## src/rtl/count_frame_pkg.sv

```systemverilog
// Shared types and constants for the count frame transmitter: FSM encoding,
// default header byte and the byte/index sizing derived from the count width.
package count_frame_pkg;

    typedef enum logic [2:0] {
        ST_IDLE,
        ST_HDR,
        ST_PAY,
        ST_CHK,
        ST_DONE
    } state_t;

    localparam int         DEFAULT_WIDTH  = 64;
    localparam logic [7:0] DEFAULT_HEADER = 8'hA5;
    localparam int         BYTES          = DEFAULT_WIDTH / 8;
    localparam int         IDX_W          = $clog2(2 * BYTES);

    // Payload index width for an arbitrary count width (2*width/8 bytes).
    function automatic int idx_width(input int width);
        return $clog2(2 * (width / 8));
    endfunction

endpackage

```

## src/rtl/count_frame_shreg.sv

```systemverilog
// Snapshot of both counts as one 2*WIDTH-bit word; parallel load on capture,
// shift left by one byte per accepted payload byte. The top byte is the payload.
module count_frame_shreg
    import count_frame_pkg::*;
#(
    parameter int WIDTH = DEFAULT_WIDTH
) (
    input  logic                 Clk,
    input  logic                 Reset,
    input  logic                 load,
    input  logic                 shift,
    input  logic [2*WIDTH-1:0]   load_value,
    output logic [7:0]           top_byte,
    output logic [7:0]           next_byte
);

    logic [2*WIDTH-1:0] snap;

    // NOTE: sequential state uses non-blocking assignments so every flop
    // samples the pre-edge values regardless of statement order.
    always_ff @(posedge Clk) begin
        if (Reset) begin
            snap <= '0;
        end else if (load) begin
            snap <= load_value;
        end else if (shift) begin
            snap <= {snap[2*WIDTH-9:0], 8'h00};
        end
    end

    assign top_byte  = snap[2*WIDTH-1 -: 8];
    assign next_byte = snap[2*WIDTH-9 -: 8];

endmodule

```

## src/rtl/count_frame_tx.sv

```systemverilog
// Snapshots Count0/Count1 on Start and streams header, both counts MSB first
// and an XOR checksum as a byte-wide valid/ready frame with registered outputs.
module count_frame_tx
    import count_frame_pkg::*;
#(
    parameter int         WIDTH  = DEFAULT_WIDTH,
    parameter logic [7:0] HEADER = DEFAULT_HEADER
) (
    input  logic             Clk,
    input  logic             Reset,
    input  logic             Start,
    input  logic [WIDTH-1:0] Count0,
    input  logic [WIDTH-1:0] Count1,
    input  logic             Ready,
    output logic [7:0]       Data,
    output logic             Valid,
    output logic             Busy,
    output logic             Done
);

    localparam int            N        = WIDTH / 8;
    localparam int            IW       = idx_width(WIDTH);
    localparam logic [IW-1:0] LAST_IDX = IW'(2 * N - 1);

    state_t        state, state_next;
    logic [IW-1:0] idx, idx_next;
    logic [7:0]    csum, csum_next;
    logic [7:0]    data_next;
    logic          valid_next, busy_next, done_next;
    logic          load, shift;
    logic [7:0]    top_byte, next_byte;

    count_frame_shreg #(.WIDTH(WIDTH)) u_shreg (
        .Clk        (Clk),
        .Reset      (Reset),
        .load       (load),
        .shift      (shift),
        .load_value ({Count0, Count1}),
        .top_byte   (top_byte),
        .next_byte  (next_byte)
    );

    // NOTE: every signal written here gets a default first, so no path can
    // leave one unassigned and infer a latch.
    always_comb begin
        state_next = state;
        idx_next   = idx;
        csum_next  = csum;
        load       = 1'b0;
        shift      = 1'b0;

        case (state)
            ST_IDLE: if (Start) begin
                state_next = ST_HDR;
                load       = 1'b1;
                csum_next  = '0;
                idx_next   = '0;
            end
            ST_HDR: if (Ready) begin
                state_next = ST_PAY;
                idx_next   = '0;
            end
            ST_PAY: if (Ready) begin
                shift     = 1'b1;
                csum_next = csum ^ top_byte;
                idx_next  = idx + 1'b1;
                if (idx == LAST_IDX) state_next = ST_CHK;
            end
            ST_CHK:  if (Ready) state_next = ST_DONE;
            ST_DONE: state_next = ST_IDLE;
            default: state_next = ST_IDLE;
        endcase

        // Outputs are computed for the state being entered so they can be registered.
        valid_next = (state_next == ST_HDR) || (state_next == ST_PAY) || (state_next == ST_CHK);
        busy_next  = (state_next != ST_IDLE);
        done_next  = (state_next == ST_DONE);

        case (state_next)
            ST_HDR:  data_next = HEADER;
            ST_PAY:  data_next = shift ? next_byte : top_byte;
            ST_CHK:  data_next = csum_next;
            default: data_next = 8'h00;
        endcase
    end

    always_ff @(posedge Clk) begin
        if (Reset) begin
            state <= ST_IDLE;
            idx   <= '0;
            csum  <= '0;
            Data  <= 8'h00;
            Valid <= 1'b0;
            Busy  <= 1'b0;
            Done  <= 1'b0;
        end else begin
            state <= state_next;
            idx   <= idx_next;
            csum  <= csum_next;
            Data  <= data_next;
            Valid <= valid_next;
            Busy  <= busy_next;
            Done  <= done_next;
        end
    end

endmodule
```

## config.mk

```make
export PLATFORM = sky130hd
export DESIGN_NAME = count_frame_tx
export DESIGN_NICKNAME = d
export VERILOG_FILES = /design/src/rtl/count_frame_pkg.sv /design/src/rtl/count_frame_shreg.sv /design/src/rtl/count_frame_tx.sv
export SDC_FILE = /design/constraint.sdc
export NUM_CORES = 1
export LEC_CHECK = 0
export CORE_ASPECT_RATIO = 0.5
export CORE_MARGIN = 5
export CORE_UTILIZATION = 25
export CTS_CLUSTER_DIAMETER = 120
export CTS_CLUSTER_SIZE = 25
export DETAILED_ROUTE_END_ITERATION = 16
export GPL_TIMING_DRIVEN = 0
export PLACE_DENSITY = 0.48
export SLEW_MARGIN = 0
export SYNTH_ARGS = -nofsm -noshare
export SYNTH_HDL_FRONTEND = slang
export SYNTH_HIERARCHICAL = 1
export SYNTH_SLANG_ARGS = --single-unit
```

## constraint.sdc

```tcl
create_clock -name Clk -period 3.7 [get_ports Clk]
set_clock_uncertainty 0.2 [all_clocks]
set_input_delay 1.11 -clock Clk [delete_from_list [all_inputs] [get_ports Clk]]
set_output_delay 1.11 -clock Clk [all_outputs]
set_load 0.1 [all_outputs]
```

==> metrics, run 1 <==
crit path cell chain clkdlybuf4s50_1; initial core utilization roughly 26%; ys async rst share 0%; WP buf/inv 1; share of post-route cells with drive strength above 1 10.8%; CTS buffer count 17; Crit Path Max Fanout 1; leakage power between 3 and 4 nW; period utilization a little under nine tenths; grt total ovfl 0; min Tclk post-route ~3200 ps; # IOs around 140; max_cap viols 0; highest-count cells in the layout ignoring fill and taps 154 x dfxtp_1, 141 x clkdlybuf4s50_1, 125 x mux2i_1, 125 x nor2b_1, 121 x a211oi_1; Post-synth EDFFs 0; FMAX approximately 0.31 GHz; Via Count between 5,000 and 6,000; Peak VDD IR around 0.22 mV; Syn Nets slightly below 900; # hold bufs at CTS 0; Rows 44; drt pass-1 iters 4; H-tree Lvls 4; cts repair resizes 0; clock buffer depth 2; Residual DRC 0; Mapped Area ~7500 um2; commonest non-fill, non-tap cell in the layout dfxtp_1; average vias per placed instance around 4.5; wire length of the first global-routing pass approximately 35 mm; number of global-route vias before repair ~6,300; Num Clock Sinks about 150; final net count around 1,000; Filler cells approximately 3,000; Die W approximately 250 um; # port buffers about 140; Cell variety after synth 52; Slew Viols, Final 0; Core Box Area 29,200 um2; HPWL after DPL approximately 17 mm; Tot GR Track Use around an eighth; Critical Path RT roughly 2400 ps; #FFs+latches synth 154; initial antenna violation count 1; top_reg_cell synth dfxtp_1; CTS tree built; Mean Syn Cell Area ~10 um2; run status finished clean; Setup Crit Path Kind reg -> out; postcts setup bufs 0; Starting DRT DRC Count 340; Gate Count Post-Synth ~750; GP Congestion slightly below 0.8; die outline height between 100 and 150 um; worst relative slew slack between 30% and 40%; Crit-path slowest cell clkdlybuf4s50_1; CTS root buffer clkbuf_16; crit start category flop; total die area 33,700 um2; worst r2r path cells 6; CP Depth 1; Crit. End Element primary output; RSZ-0062 raised after global routing false; utilization after layout 33.9%; WL final about 22 mm; CP arrival 1880 ps; Reg clk slew, reported paths about 60 ps; CP max stage delay around 1100 ps; critical path's top delay family buffers and inverters; Hold Path Cell Cnt 1; largest net degree at the start of global routing 17; pwr dens 442 nW/um2; worst slew pin tran about 1000 ps; min-delay worst type reg -> reg; Hold Fails Final Rpt 0; Avg WL per Cell 16.8 um; synth warn 6; ANT nets after route 0; post-synthesis sequential area ratio about 40%; final total negative setup slack 0 ps; worst-skew pair later-pin latency between 400 and 500 ps; Area Growth Syn to Fin 32.6%; Setup Viol. Count Final 0
[through the flow]
stage	instance area (um2)	hold slack (ps)	setup WS, ps	instances	power, mW
after detailed placement	9380	263	170	1278	2.77
after CTS	9920	275	473	1306	4.44
after floorplan	7480	239	1270	746	2.45
after global placement	9380	261	192	1278	2.76
final	9920	287	510	1307	4.39
after global routing	9920	327	451	1307	4.57
[power by group]
part / internal, mW / total (mW) / switching (mW)
clock: 0.972 / 1.66 / 0.684
sequential: 1.82 / 1.92 / 0.102
combinational: 0.417 / 0.816 / 0.400
[routing by layer]
layer  track usage, %  vias up  wire length (um)
met1             16.3     2808             10000
met4             4.15        0               353
met5                0        -                 0
met3             2.58       24               637
li1                 -     3017                 -
met2             22.4       80             10900
[final cells by class]
class                      instances  area, um2  share of cell area, %
sequential                       154       3080                   31.1
multi-input combinational        504       3810                   38.4
timing repair buffer             141       1410                   14.2
tap                              391        489                   4.93
clock inverter                     9        104                   1.05
inverter                           6       27.5                  0.277
buffer                            82        564                   5.69
antenna                            1       2.50                 0.0252
clock buffer                      19        433                   4.36
[cell usage after synthesis (2+ instances only)]
| cell | number | area share (%) |
|---|---|---|
| mux2_2 | 5 | 0.75 |
| nor4_1 | 3 | 0.25 |
| buf_8 | 10 | 2.0 |
| or3b_2 | 6 | 0.70 |
| nand3_1 | 5 | 0.33 |
| or3b_1 | 2 | 0.23 |
| buf_4 | 17 | 1.7 |
| o21ai_0 | 3 | 0.20 |
| a21o_1 | 4 | 0.40 |
| a211oi_1 | 121 | 12 |
| mux2i_1 | 125 | 17 |
| a21oi_1 | 14 | 0.94 |
| nor2_1 | 10 | 0.50 |
| a21boi_0 | 3 | 0.30 |
| a311oi_1 | 2 | 0.23 |
| o2111ai_1 | 3 | 0.35 |
| nor3_1 | 9 | 0.60 |
| a31oi_1 | 3 | 0.25 |
| o2bb2ai_1 | 4 | 0.47 |
| nor4b_2 | 2 | 0.40 |
| and3_1 | 2 | 0.17 |
| buf_2 | 15 | 1.0 |
| a22o_1 | 7 | 0.82 |
| inv_1 | 4 | 0.20 |
| clkbuf_1 | 31 | 1.6 |
| buf_6 | 8 | 1.2 |
| dfxtp_1 | 154 | 41 |
| nor2b_1 | 125 | 10 |
| nand2_1 | 26 | 1.3 |
[registers in the layout (all words and copies together) (netlist names)]
| register | flops |
|---|---|
| u_shreg/snap | 128 |
| Data | 8 |
| csum | 8 |
| idx | 4 |
| state | 3 |
| Busy | 1 |
| Done | 1 |
| Valid | 1 |
[logic make-up (layout without fill, tap and decap cells)]
| group | count (synthesis) | after routing | share of synthesized area (%) |
|---|---|---|---|
| buffers and inverters | 88 | 257 | 7.91 |
| AND/OR/NAND/NOR | 199 | 199 | 15.9 |
| multiplexers | 130 | 130 | 17.5 |
| other | 0 | 1 | 0 |
| AO/OA/AOI/OAI | 173 | 173 | 17.2 |
| XOR/XNOR | 1 | 1 | 0.117 |
| flip-flops | 154 | 154 | 41.2 |
| adder cells (fa/ha/maj) | 1 | 1 | 0.167 |
[path summary, 6_finish.rpt]
| kind | start | to | slack (ps) |
|---|---|---|---|
| worst max register to register | state[1]$_SDFF_PP0_ | u_shreg/snap[124]$_SDFFE_PP0P_ | 1380 |
| worst min register to register | idx[3]$_SDFFE_PP0P_ | idx[3]$_SDFFE_PP0P_ | 290 |
| worst min-delay path | idx[3]$_SDFFE_PP0P_ | idx[3]$_SDFFE_PP0P_ | 290 |
| worst max-delay path | Data[5]$_SDFF_PP0_ | Data[5] | 510 |
No activity file was read; power rests on OpenSTA's default activity.
==> run 2: changes to the inputs <==
--- a/config.mk
+++ b/config.mk
@@ -5,10 +5,10 @@
 export SDC_FILE = /design/constraint.sdc
 export NUM_CORES = 1
 export LEC_CHECK = 0
-export CORE_ASPECT_RATIO = 0.5
+export CORE_ASPECT_RATIO = 0.8
 export CORE_MARGIN = 5
 export CORE_UTILIZATION = 25
-export CTS_CLUSTER_DIAMETER = 120
+export CTS_CLUSTER_DIAMETER = 200
 export CTS_CLUSTER_SIZE = 25
 export DETAILED_ROUTE_END_ITERATION = 16
 export GPL_TIMING_DRIVEN = 0
==> metrics, run 2 (synthesis gave the netlist of run 1 again) <==
run status finished clean (unchanged); Critical Path RT 2390 ps (about the same); Die W 203 um (was 255 um); Core Box Area 29,400 um2 (was 29,200 um2); crit start category flop (unchanged); Setup Viol. Count Final 0 (unchanged); # placed instances 1,264 (was 1,278); wire length of the first global-routing pass 35.2 mm (was 34.8 mm); Peak VDD IR 0.222 mV (was 0.221 mV); Biggest register u_shreg/snap (unchanged); combinational share of power 18.6% (about the same); pre-CTS setup slack 194 ps (was 170 ps); Area Growth Syn to Fin 32.9% (was 32.6%); largest registers u_shreg/snap x128, Data x8, csum x8 (unchanged); min Tclk post-route 3190 ps (about the same); largest net degree at the start of global routing 17 (unchanged); # port buffers 141 (unchanged); share of post-route cells with drive strength above 1 11.4% (was 10.8%); CP max stage delay 1130 ps (about the same); Starting DRT DRC Count 341 (was 340); Final WS setup 511 ps (was 510 ps); Clock Power Share 38.6% (was 37.7%); Via Count 5,933 (was 5,929); number of global-route vias before repair 6,169 (was 6,343); min-delay worst type reg -> reg (unchanged); WL final 22.6 mm (was 21.9 mm); Filler cells 3,021 (was 2,973); power after layout 4.47 mW (was 4.39 mW); clock buffer depth 2 (unchanged); initial antenna violation count 1 (unchanged); die outline height 165 um (was 132 um); grt total ovfl 0 (unchanged); H-tree Lvls 4 (unchanged); Power Internal 3.19 mW (was 3.20 mW); max_cap viols 0 (unchanged); pwr dens 449 nW/um2 (was 442 nW/um2); critical path's top delay family buffers and inverters (unchanged); FMAX 0.314 GHz (was 0.313 GHz); worst relative slew slack 34.4% (was 34.3%); CP arrival 1880 ps (about the same); cts repair resizes 0 (unchanged); sequential share of power 42.9% (was 43.7%); Reg clk slew, reported paths 70 ps (was 60 ps); Residual DRC 0 (unchanged); CTS root buffer clkbuf_16 (unchanged); Rows 56 (was 44); WP buf/inv 1 (unchanged); Tot GR Track Use 13.6% (was 13.0%); Final Non-Filler Cells 1,297 (was 1,307); postcts setup bufs 0 (unchanged); highest-count cells in the layout ignoring fill and taps 154 x dfxtp_1, 141 x clkdlybuf4s50_1, 125 x mux2i_1, 125 x nor2b_1, 121 x a211oi_1 (unchanged); # hold bufs at CTS 0 (unchanged); utilization after layout 33.8% (was 33.9%); HPWL after DPL 17.1 mm (was 16.7 mm); worst-skew pair later-pin latency 430 ps (about the same); Hold Fails Final Rpt 0 (unchanged); final total negative setup slack 0 ps (unchanged); drt pass-1 iters 4 (unchanged); commonest non-fill, non-tap cell in the layout dfxtp_1 (unchanged); max reg flops 128 (unchanged); Switching Share 28.5% (was 27.0%); Slew Viols, Final 0 (unchanged); CTS buffer count 17 (unchanged); GP Congestion 0.773 (was 0.792); # IOs 143 (unchanged); Avg WL per Cell 17.4 um (was 16.8 um); leakage power 3.32 nW (was 3.30 nW); average vias per placed instance 4.57 (was 4.54); initial core utilization 25.4% (was 25.6%); Crit. End Element primary output (unchanged); final net count 1,039 (unchanged); CTS tree built (unchanged); Crit-path slowest cell clkdlybuf4s50_1 (unchanged); period utilization 86.2% (about the same); Setup Crit Path Kind reg -> out (unchanged); Num Clock Sinks 154 (unchanged); ANT nets after route 0 (unchanged); Crit Path Max Fanout 1 (unchanged); total die area 33,500 um2 (was 33,700 um2); crit path cell chain clkdlybuf4s50_1 (unchanged); RSZ-0062 raised after global routing false (unchanged); NetSw 1.27 mW (was 1.19 mW); worst slew pin tran 981 ps (was 982 ps)
## run 2: cell types whose count changed in the layout (fill, tap and decap cells not counted), sizes merged
cell	previous run	this run
bufinv	2	1
clkbuf	51	50
clkinvlp	2	4
inv	6	10
## run 2: worst paths after layout
check                                                 endpoint           startpoint  slack [ps]  depth (start not counted)
worst max register to register  u_shreg/snap[107]$_SDFFE_PP0P_  state[1]$_SDFF_PP0_        1330                          6
worst min-delay path                       idx[3]$_SDFFE_PP0P_  idx[3]$_SDFFE_PP0P_         280                          1
worst max-delay path                                   Data[5]   Data[5]$_SDFF_PP0_         510                          1
worst min register to register             idx[3]$_SDFFE_PP0P_  idx[3]$_SDFFE_PP0P_         280                          1
## run 2: power by group through the flow
stage	Clock [mW]	Sequential [mW]	Combinational (mW)
4_1_cts	1.77	1.92	0.836
6_report	1.72	1.91	0.830
3_5_place_dp	0	1.95	0.830
5_1_grt	1.85	1.93	0.908
3_3_place_gp	0	1.95	0.827
2_1_floorplan	0	1.96	0.484
## run 2: per-layer routing
| layer | vias up | GRT usage (%) | wire length [um] |
|---|---|---|---|
| met1 | 2746 | 20.3 | 12100 |
| met5 | - | 0 | 0 |
| met2 | 143 | 19.3 | 9200 |
| met3 | 15 | 3.34 | 1040 |
| li1 | 3029 | - | - |
| met4 | 0 | 3.56 | 250 |
## run 2: cell type report
| cell class | instances | area, um2 | area share [%] |
|---|---|---|---|
| Antenna cell | 1 | 2.50 | 0.0252 |
| Inverter | 6 | 27.5 | 0.277 |
| Multi-Input combinational cell | 504 | 3810 | 38.3 |
| Clock buffer | 18 | 439 | 4.42 |
| Buffer | 82 | 564 | 5.67 |
| Clock inverter | 14 | 140 | 1.41 |
| Tap cell | 377 | 472 | 4.74 |
| Sequential cell | 154 | 3080 | 31.0 |
| Timing Repair Buffer | 141 | 1410 | 14.2 |
## run 2: per-stage QoR
step           instance area [um2]  hold WS (ps)
2_1_floorplan                 7480           239
3_3_place_gp                  9360           268
3_5_place_dp                  9360           274
4_1_cts                       9940           286
5_1_grt                       9950           328
6_report                      9950           278
==> RTL change: new RTL, settings of run 2 <==
The package constant `DEFAULT_WIDTH` goes from 64 to 256.
--- a/src/rtl/count_frame_pkg.sv
+++ b/src/rtl/count_frame_pkg.sv
@@ -10,7 +10,7 @@
         ST_DONE
     } state_t;
 
-    localparam int         DEFAULT_WIDTH  = 64;
+    localparam int         DEFAULT_WIDTH  = 256;
     localparam logic [7:0] DEFAULT_HEADER = 8'hA5;
     localparam int         BYTES          = DEFAULT_WIDTH / 8;
     localparam int         IDX_W          = $clog2(2 * BYTES);
Interface: changed (resized Count0 and Count1); port bits go from 143 to 527. No check against the original RTL was run, so the function may have changed too.
==> RTL change against run 2 <==
  * Critical path depth is the same
  * Hold slack lost 0.0032 ns
  * Routed wire length grew to 4.1 times the old value
  * Synthesized cell count grew to 3.3 times the old value
  * Non-clock buffer count grew 559
  * Via count grew to 3.4 times the old value
  * Design area grew to 3.4 times the old value
  * Global-route usage grew 2.1 points
  * Total power grew to 2.8 times the old value
  * Area after synthesis grew to 3.5 times the old value
  * Worst setup slack lost 0.44 ns
  * Sequential cell count grew 386
  * Critical path type unchanged
  * Critical endpoint is now Data[6]
==> RTL change: results <==
group,metric,value,unit
clock_tree,numCtsBuffers,25,
clock_tree,clkTransAtPathRegs,0.11,ns
placement,dp_cells,4423,
synthesis,synthArstFlopShare,0,
placement,place.gp.congestion,0.777,
worst_setup_path,crit_arrival,2.32,ns
synthesis,ys_top_cells_by_count,"dfxtp_1, mux2i_1, nor2b_1",
placement,dp_slack,-0.566,ns
clock_tree,clk_latency,0.61,ns
synthesis,synth_area_leaders,"dfxtp_1, mux2i_1, nor2b_1, a211oi_1, a211oi_2",
layout,drive_gt1_frac,0.101,
worst_hold_path,hp-class,"reg2reg",
worst_setup_path,slowest_stage,"clkdlybuf4s50_1",
drt,postRouteWirelength,92.9,mm
drt,first_pass_iters,6,
power_and_ir_drop,vdd_drop_max,0.232,mV
placement,dpl.hpwl,73.5,mm
outcome,status,"finished clean",
synthesis,ys.warnings.count,6,
layout,regMostFlops,"u_shreg/snap",
global_route,grt_pass1_wl,137,mm
global_route,grt_max_degree,26,
global_route,grtUsageTotal,0.157,
synthesis,netlist_instances,2493,
clock_tree,cts-root-buf,"clkbuf_16",
worst_setup_path,cp_max_fo,1,
clock_tree,cts_buffer_depth,3,
layout,nets,3563,
synthesis,synth_ff_type,"dfxtp_1",
layout,largest_registers,"u_shreg/snap (512), Data (8), csum (8)",
layout,fin_cells,4455,
worst_setup_path,critPathMaxStageDelay,1.36,ns
power_and_ir_drop,p_leak,0.0105,uW
synthesis,postSynthNetCount,3010,
global_route,grt_pass1_vias,21000,
synthesis,synth_seq_area_share,0.408,
drt,first_iter_violations,1004,
worst_setup_path,crit_family,"buffers and inverters",
global_route,antenna_found_initial,15,
drt,avgViaCountPerCell,4.52,
synthesis,synth_cell_type_count,44,
placement,numPortBuffers,526,
clock_tree,post_cts_buffers,0,
clock_tree,h-tree-depth,1,
timing,max_slew_margin,0.103,
[RTL change: changes by cell type in the layout (fill, tap and decap cells not counted), sizes merged, moves of 8 or more]
cell           change
buf               +77
a211oi           +384
a21oi             +15
nand3b             +8
dfxtp            +386
clkbuf           +104
nor2b            +379
nor2               +9
clkdlybuf4s50    +385
a22o               -8
mux2i            +380
[RTL change: cells by family after synthesis]
logic type / after synthesis / share of synthesized area
compound gates: 588 / 0.192
fa+ha+maj: 1 / 0.000473
buf+inv: 263 / 0.0690
flops: 540 / 0.408
mux: 506 / 0.191
simple gates: 595 / 0.139
[RTL change: where the power goes]
group	internal [uW]	leakage (uW)	switching, uW
Sequential	6380	0.00447	388
Combinational	1430	0.00572	1310
Clock	1220	0.000314	1960
[RTL change: stage by stage]
stage,total power (uW),TNS [ns],hold slack (ns),area [sq um]
4_1_cts,12900,0,0.280,34100
6_report,12700,0,0.275,34200
2_1_floorplan,8420,0,0.243,26500
3_3_place_gp,9660,-132.96,0.258,33500
5_1_grt,13400,0,0.310,34100
3_5_place_dp,9670,-159.11,0.270,33500
[RTL change: layer usage]
layer	vias up	wire length (um)	track usage
met5	-	72	0
met4	12	1060	0.0182
met3	62	3340	0.0256
met2	326	40900	0.245
met1	9603	47500	0.233
li1	10200	-	-
[RTL change: layout make-up]
| type | count | area, sq um |
|---|---|---|
| inverters | 7 | 26.3 |
| repair buffers | 526 | 5270 |
| flip-flops and latches | 540 | 10800 |
| clock buffers | 25 | 626 |
| well taps | 1404 | 1760 |
| clock inverters | 1 | 11.3 |
| plain buffers | 256 | 1800 |
| diodes | 6 | 15.0 |
| multi-input cells | 1690 | 13800 |
| fillers | 10800 | 70600 |
[RTL change: worst paths after layout]
path,startpoint,endpoint,slack (ns),cells after the start
max,Data[6]$_SDFF_PP0_,Data[6],0.07,1
min,idx[5]$_SDFFE_PP0P_,idx[5]$_SDFFE_PP0P_,0.27,2
max reg2reg,state[2]$_SDFF_PP0_,u_shreg/snap[378]$_SDFFE_PP0P_,0.44,8
min reg2reg,idx[5]$_SDFFE_PP0P_,idx[5]$_SDFFE_PP0P_,0.27,2
[RTL change: what timing repair did]
item                       CTS  global route
setup endpoints to repair    0            13
hold endpoints to repair     0             0
gates resized for setup      0             6
